`config.mk`:
```
export PLATFORM = sky130hd
export DESIGN_NAME = word_to_bitstream
export DESIGN_NICKNAME = d
export VERILOG_FILES = /design/src/rtl/word_to_bitstream_pkg.sv /design/src/rtl/word_fifo.sv /design/src/rtl/word_to_bitstream.sv
export SDC_FILE = /design/constraint.sdc
export NUM_CORES = 1
export LEC_CHECK = 0
export CORE_MARGIN = 2
export CORE_UTILIZATION = 55
export CTS_CLUSTER_SIZE = 28
export DETAILED_ROUTE_END_ITERATION = 8
export GPL_TIMING_DRIVEN = 0
export PLACE_DENSITY = 0.8
export SLEW_MARGIN = 20
export SYNTH_ARGS = -nofsm -noshare
export SYNTH_HDL_FRONTEND = slang
export SYNTH_SLANG_ARGS = --single-unit
```
`constraint.sdc`:
```
create_clock -name clk -period 5.7 [get_ports clk]
set_input_delay 1.425 -clock clk [delete_from_list [all_inputs] [get_ports clk]]
set_output_delay 1.425 -clock clk [all_outputs]
set_load 0.005 [all_outputs]
```
`src/rtl/word_to_bitstream_pkg.sv`:
```
// Shared types and legal parameter ranges for the word-to-bitstream serializer.
package word_to_bitstream_pkg;

  typedef enum logic {
    IDLE  = 1'b0,
    SHIFT = 1'b1
  } ser_state_t;

  localparam int WIDTH_MIN = 2;
  localparam int WIDTH_MAX = 64;
  localparam int DEPTH_MIN = 2;
  localparam int DEPTH_MAX = 16;

  function automatic bit is_pow2(input int v);
    return (v > 0) && ((v & (v - 1)) == 0);
  endfunction

endpackage

```
`src/rtl/word_fifo.sv`:
```
// Word FIFO feeding the serializer; combinational head read, synchronous active-low reset.
module word_fifo
  import word_to_bitstream_pkg::*;
#(
  parameter int WIDTH = 8,
  parameter int DEPTH = 4
) (
  input  logic             clk,
  input  logic             rst_n,
  input  logic             push,
  input  logic             pop,
  input  logic [WIDTH-1:0] wr_data,
  output logic [WIDTH-1:0] rd_data,
  output logic             full,
  output logic             empty
);

  localparam int AW = $clog2(DEPTH);
  localparam int CW = AW + 1;

  generate
    if (!is_pow2(DEPTH) || DEPTH < DEPTH_MIN || DEPTH > DEPTH_MAX) begin : g_bad_depth
      $error("word_fifo: DEPTH must be a power of two in range");
    end
  endgenerate

  logic [WIDTH-1:0] mem [DEPTH];
  logic [AW-1:0]    wr_ptr;
  logic [AW-1:0]    rd_ptr;
  logic [CW-1:0]    count;

  // Storage is not reset; occupancy alone decides what is valid.
  always_ff @(posedge clk) begin
    if (push) mem[wr_ptr] <= wr_data;
  end

  always_ff @(posedge clk) begin
    if (!rst_n) begin
      wr_ptr <= '0;
      rd_ptr <= '0;
      count  <= '0;
    end else begin
      if (push) wr_ptr <= wr_ptr + AW'(1);
      if (pop)  rd_ptr <= rd_ptr + AW'(1);
      case ({push, pop})
        2'b10:   count <= count + CW'(1);
        2'b01:   count <= count - CW'(1);
        default: count <= count;
      endcase
    end
  end

  assign rd_data = mem[rd_ptr];
  assign full    = (count == CW'(DEPTH));
  assign empty   = (count == '0);

endmodule

```
`src/rtl/word_to_bitstream.sv`:
```
// Parallel-word to serial-bit converter: word_fifo in front of a two-state shift FSM.
//   state | meaning
//   IDLE  | shift register empty, data_out_valid=0, data_out=0
//   SHIFT | a word is being emitted one bit per data_out_ready edge
module word_to_bitstream
  import word_to_bitstream_pkg::*;
#(
  parameter int WIDTH     = 8,
  parameter int DEPTH     = 4,
  parameter bit MSB_FIRST = 1'b1
) (
  input  logic             clk,
  input  logic             rst_n,
  input  logic [WIDTH-1:0] data_in,
  input  logic             data_in_valid,
  output logic             data_in_ready,
  output logic             data_out,
  output logic             data_out_valid,
  input  logic             data_out_ready,
  output logic             frame_start,
  output logic             overflow
);

  localparam int CNT_W = $clog2(WIDTH);
  localparam logic [CNT_W-1:0] LAST = CNT_W'(WIDTH - 1);

  generate
    if (WIDTH < WIDTH_MIN || WIDTH > WIDTH_MAX) begin : g_bad_width
      $error("word_to_bitstream: WIDTH out of range");
    end
  endgenerate

  ser_state_t       state;
  logic [WIDTH-1:0] shreg;
  logic [CNT_W-1:0] bit_cnt;
  logic [WIDTH-1:0] fifo_head;
  logic             fifo_full;
  logic             fifo_empty;
  logic             push;
  logic             pop;
  logic             last_take;

  // A pop on the same edge frees a slot, so a full FIFO can still accept.
  assign last_take     = (state == SHIFT) && data_out_ready && (bit_cnt == LAST);
  assign pop           = !fifo_empty && ((state == IDLE) || last_take);
  assign data_in_ready = !fifo_full || pop;
  assign push          = data_in_valid && data_in_ready;

  word_fifo #(
    .WIDTH (WIDTH),
    .DEPTH (DEPTH)
  ) u_fifo (
    .clk     (clk),
    .rst_n   (rst_n),
    .push    (push),
    .pop     (pop),
    .wr_data (data_in),
    .rd_data (fifo_head),
    .full    (fifo_full),
    .empty   (fifo_empty)
  );

  always_ff @(posedge clk) begin
    if (!rst_n) begin
      state    <= IDLE;
      shreg    <= '0;
      bit_cnt  <= '0;
      overflow <= 1'b0;
    end else begin
      if (data_in_valid && !data_in_ready) overflow <= 1'b1;
      case (state)
        IDLE: begin
          if (!fifo_empty) begin
            shreg   <= fifo_head;
            bit_cnt <= '0;
            state   <= SHIFT;
          end
        end
        SHIFT: begin
          if (data_out_ready) begin
            if (bit_cnt == LAST) begin
              bit_cnt <= '0;
              if (!fifo_empty) begin
                shreg <= fifo_head;
              end else begin
                shreg <= '0;
                state <= IDLE;
              end
            end else begin
              shreg   <= MSB_FIRST ? (shreg << 1) : (shreg >> 1);
              bit_cnt <= bit_cnt + CNT_W'(1);
            end
          end
        end
        default: state <= IDLE;
      endcase
    end
  end

  // Shift register is zero in IDLE, so data_out reads 0 there.
  assign data_out       = MSB_FIRST ? shreg[WIDTH-1] : shreg[0];
  assign data_out_valid = (state == SHIFT);
  assign frame_start    = (state == SHIFT) && (bit_cnt == '0);

endmodule

```
Word-level counts from Yosys, hierarchy flattened
Memories as Yosys holds them, arrays and structs flattened. A register that Yosys moved wholly into a read port is not among the register bits.
Index checks and enable logic that the tools add are counted.
{ "op_classes": {"bitwise_logic": 1, "eq_ne": 6, "mux": 18, "reduce_logical": 15, "addsub": 5} }
{ "op_table": {"columns": ["operator", "count"], "rows": [
  ["2-to-1 mux 8 bit", 4],
  ["case mux 8 bit (2 select lines)", 1],
  ["case mux 3 bit (2 select lines)", 2],
  ["2-to-1 mux 3 bit", 3],
  ["adder 3 x 1 -> 3 bit, second input constant", 2],
  ["== test 3 bit, second input constant", 2],
  ["logical AND 1 bit", 6],
  ["logical NOT 3 bit", 2],
  ["2-to-1 mux 1 bit", 5],
  ["adder 2 x 1 -> 2 bit, second input constant", 2],
  ["2-to-1 mux 2 bit", 2],
  ["!= test 2 bit, second input constant", 2],
  ["logical NOT 1 bit", 3],
  ["subtractor 3 x 1 -> 3 bit, second input constant", 1],
  ["== test 2 x 1 -> 1 bit, second input constant", 1],
  ["== test 2 bit, second input constant", 1],
  ["logical OR 1 bit", 2],
  ["case mux 1 bit (2 select lines)", 1],
  ["AND reduction 2 bit", 1],
  ["nonzero test 2 bit", 1],
  ["NOT 1 bit", 1]
]} }
{ "word_totals": {"ram_bits": 32, "out_inout_bits": 5, "register_bits": 20, "mem_count": 1} }
{ "memory_table": {"columns": ["memory", "depth", "word_bits", "rd", "rd_clocked_by_memory_dff", "write_ports", "line", "text"], "rows": [
  ["u_fifo.mem", 4, 8, 1, 1, 1, "word_fifo.sv:27", "logic [WIDTH-1:0] mem [DEPTH];"]
]} }

Longest topological paths before layout
Gate-level depths: netlist (run 1).
{ "logic_depth": {"word_depth": 8, "mapped_depth": 12, "mapped_depth_nobuf": 10} }

Cells and area by module
A second synthesis (run 1) with hierarchy kept.
{ "hier_totals": {"hier_cells": 173, "area_unflattened_um2": 2297.2} }
{ "by_module_without_submodules": {"columns": ["module", "cells_per_inst", "n_inst", "seq_area_each_um2", "area_each_um2"], "rows": [
  ["word_fifo", 88, 1, 1141.1, 1607.8],
  ["word_to_bitstream", 85, 1, 260.2, 689.4]
]} }

Worst setup path before layout (run 1)
No wires, ideal clock.
{ "synth_path": {"path_kind": "input -> output", "startpoint": "input data_out_ready", "endpoint": "output data_in_ready", "setup_slack_ns": 2.213, "path_stages": 3, "arrival_ns": 2.062, "n_path_buf": 0, "t_required_ns": 4.275, "cell_sequence": "a21boi_0 and3_1 inv_1"} }
{ "synth_between": {"elab_chain_cells": 5} }
{ "synth_lines": {"columns": ["item", "line", "text"], "rows": [
  ["start, declared", "word_to_bitstream.sv:19", "input logic data_out_ready,"],
  ["logical AND 1 bit (2 in a row)", "word_to_bitstream.sv:44", "assign last_take = (state == SHIFT) && data_out_ready && (bit_cnt == LAST);"],
  ["logical OR 1 bit", "word_to_bitstream.sv:45", "assign pop = !fifo_empty && ((state == IDLE) || last_take);"],
  ["logical AND 1 bit", "word_to_bitstream.sv:45", null],
  ["logical OR 1 bit", "word_to_bitstream.sv:46", "assign data_in_ready = !fifo_full || pop;"],
  ["end, declared", "word_to_bitstream.sv:16", "output logic data_in_ready,"]
]} }
Every way passes these cells.

Worst setup path after layout (run 1)
Same ends and word-level chain as after synthesis.

==> results of run 1 <==
-- per-stage QoR --
stage	utilization, %	cell area (um^2)	instances
floorplan	-	2330	168
global placement	63.2	2540	233
detailed placement	63.2	2540	233
CTS	65.8	2650	241
global route	65.8	2650	241
finish	65.8	2650	241
-- sequential cells by signal (all words and copies together), names as in the netlist, named ones only --
| register | count |
|---|---|
| u_fifo.wr_ptr | 2 |
| u_fifo.rd_ptr | 2 |
| bit_cnt | 3 |
| u_fifo.count | 3 |
| data_out_valid | 1 |
| u_fifo.mem | 32 |
| overflow | 1 |
| shreg | 8 |
-- area by class of cell --
cell class | count | area (um^2)
Buffer | 11 | 71.3
Clock buffer | 6 | 93.8
Clock inverter | 2 | 13.8
Fill cell | 295 | 1380
Inverter | 8 | 30.0
Multi-Input combinational cell | 95 | 830
Sequential cell | 54 | 1400
Tap cell | 50 | 62.6
Timing Repair Buffer | 15 | 150
-- where the power goes --
| group | internal [mW] | total, mW | switching (mW) | leakage [nW] |
|---|---|---|---|---|
| logic | 0.213 | 0.405 | 0.192 | 0.423 |
| registers | 0.481 | 0.515 | 0.0341 | 0.474 |
| clock network | 0.113 | 0.235 | 0.122 | 0.0529 |
| total | 0.807 | 1.16 | 0.348 | 0.950 |
-- worst max-delay path: stages --
cell and delay, ns:
clkdlybuf4s50_1 0.51, a21boi_0 0.52, and3_1 0.31, inv_1 0.05, clkdlybuf4s50_1 0.43
-- how the worst max path moves through the flow --
stage	start	end	slack (ns)	cells after the start
after floorplan	data_out_ready	data_in_ready	2.21	3
after global placement	data_out_ready	data_in_ready	1.05	5
after detailed placement	data_out_ready	data_in_ready	1.05	5
after CTS	data_out_ready	data_in_ready	1.04	5
after global routing	data_out_ready	data_in_ready	0.94	5
final	data_out_ready	data_in_ready	1.02	5
-- per-layer routing --
metal  GRT usage, %  vias to the layer above
li1               -                      670
met1           21.8                      661
met2           28.1                       39
met3           5.12                        7
met4           7.19                        0
met5              0                        -
-- synthesized netlist by cell type, types with 3 or more instances --
master    number
edfxtp_1      32
dfxtp_1       22
a22o_1        10
and2_1         8
inv_1          8
mux4_2         8
ha_1           7
nor2_1         6
nor2b_1        6
a21oi_1        5
nand2_1        4
o21ai_0        4
buf_6          3
clkbuf_1       3
-- cell families after synthesis --
group	after synthesis	share of synthesized area, %
muxes	11	9.07
buffers and inverters	19	4.35
adders and majority gates	8	4.61
xor gates and xnor gates	4	1.50
DFF	54	60.1
and+or+nand+nor	36	8.75
AOI/OAI and AO/OA	36	11.6
==> out/results.txt, run 1 <==
Synth area leader - edfxtp_1
# H-tree levels - 2
Synth warnings - 0
setup TNS - 0 ns
Async SR Flop Fraction - 0%
first-pass GRT wire length - 6330 um
post_cts resized - 0
Met1 Wirelength - 1620 um
DR iter-0 viols - 111
FMAX - 0.214 GHz
antenna violations before repair - 0
Die ar. - 4780 um^2
crit start category - input port
peak supply drop - 0.247 mV
number of synthesized flops with an enable pin - 32
R2R Path End - u_fifo.count[2]
Initial Util - 57.9%
Core Box Area - 4030 um^2
area delta synth->final - 13.7%
largest net degree at the start of global routing - 18
first-pass detailed-route iteration total - 4
Setup Skew - 0.00886 ns
Yosys reg bits - 54
part of the cycle the worst path needs - 82.0%
setup bufs post-CTS - 0
Tmin final - 4.68 ns
DR vias - 1377
Hold Path Depth - 2
Max-Cap Viols - 0
GR Overflow Total - 0
buffers added on ports - 15
Final Setup Violations - 0
R2R cell count - 12
clock root buffer - clkbuf_8
worst r2r src - bit_cnt[0]
Via-to-Cell Ratio - 5.71
total CTS buffers - 5
Critical Path AT - 3.25 ns
met3 WL - 205 um
RSZ-0062 raised after global routing - false
Die H - 69.1 um
post-synthesis cell type count - 46
Post-Syn Area - 2330 um^2
CP Data Required Time - 4.28 ns
Lkg Pwr - 0.950 nW
Area contributors post-synth - edfxtp_1 (41%), dfxtp_1 (19%), mux4_2 (7.7%), a22o_1 (3.8%), ha_1 (3.8%)
drt total wl - 3930 um
Final Hold Viols - 0
Worst Hold End - bit_cnt[1]
most frequent cells in the layout - edfxtp_1 (32), dfxtp_1 (22), clkdlybuf4s50_1 (15)
R2R Setup Slk - 2.95 ns
Routed wire per std cell - 16.3 um
die span in x - 69.1 um
Post-layout nets - 210
Hold-fix buffers, CTS - 0
DR WL met2 - 2030 um
Yosys top cell area share - 41.2%
Cells after Synth - 168
Final Max Tran Viols - 0
Boundary Pins - 17
Setup WS pre-CTS - 1.05 ns
clk_lat worst skew - 0.31 ns
number of global-route vias before repair - 1331
most common cell after layout, fill and taps aside - edfxtp_1
Net Count, Synth - 188
Final Worst Setup Slack - 1.02 ns
register area share after synthesis - 60.1%
Total Power - 1.16 mW
DRC - 0
Placer Congestion - 0.795
share of cells above drive strength 1 - 15.2%
GRT Overall Usage - 17.3%
Hold Crit Start - bit_cnt[1]
Post-Syn Area per Cell - 13.9 um^2
Max clock buf depth - 2
worst rel slew slack - 62.2%
DP Wirelength - 2740 um
# clock sinks - 54
Power Density - 435 nW/um^2
outcome - completed
hold slack - 0.492 ns
HP Class - flop to flop
max layer used - met4
post-detailed-route count of antenna-violating nets - 0
n_diodes - 0
site row count - 23
worst-margin pin slew - 0.562 ns
Most used DFF post-synth - edfxtp_1
CP Class - input port to output pin
crit-path max FO - 7
Worst setup EP type - output pin
Clk pin slew, worst setup/hold paths - 0.09 ns
CTS tree - done
Power figures use the tool's default switching activity.
==> run 2, diff against run 1 <==
Clock period 5.7 ns to 4.7 ns, I/O delays scaled along.
==> results of run 2 <==
The final DEF is identical to that of run 1. Status: completed.
Among the figures that moved: setup slack after placement 1.05 ns -> 0.548 ns; setup slack after layout 1.02 ns -> 0.524 ns; register-to-register setup slack 2.95 ns -> 1.95 ns; total power 1.16 mW -> 1.40 mW; worst IR drop on VDD 0.247 mV -> 0.300 mV
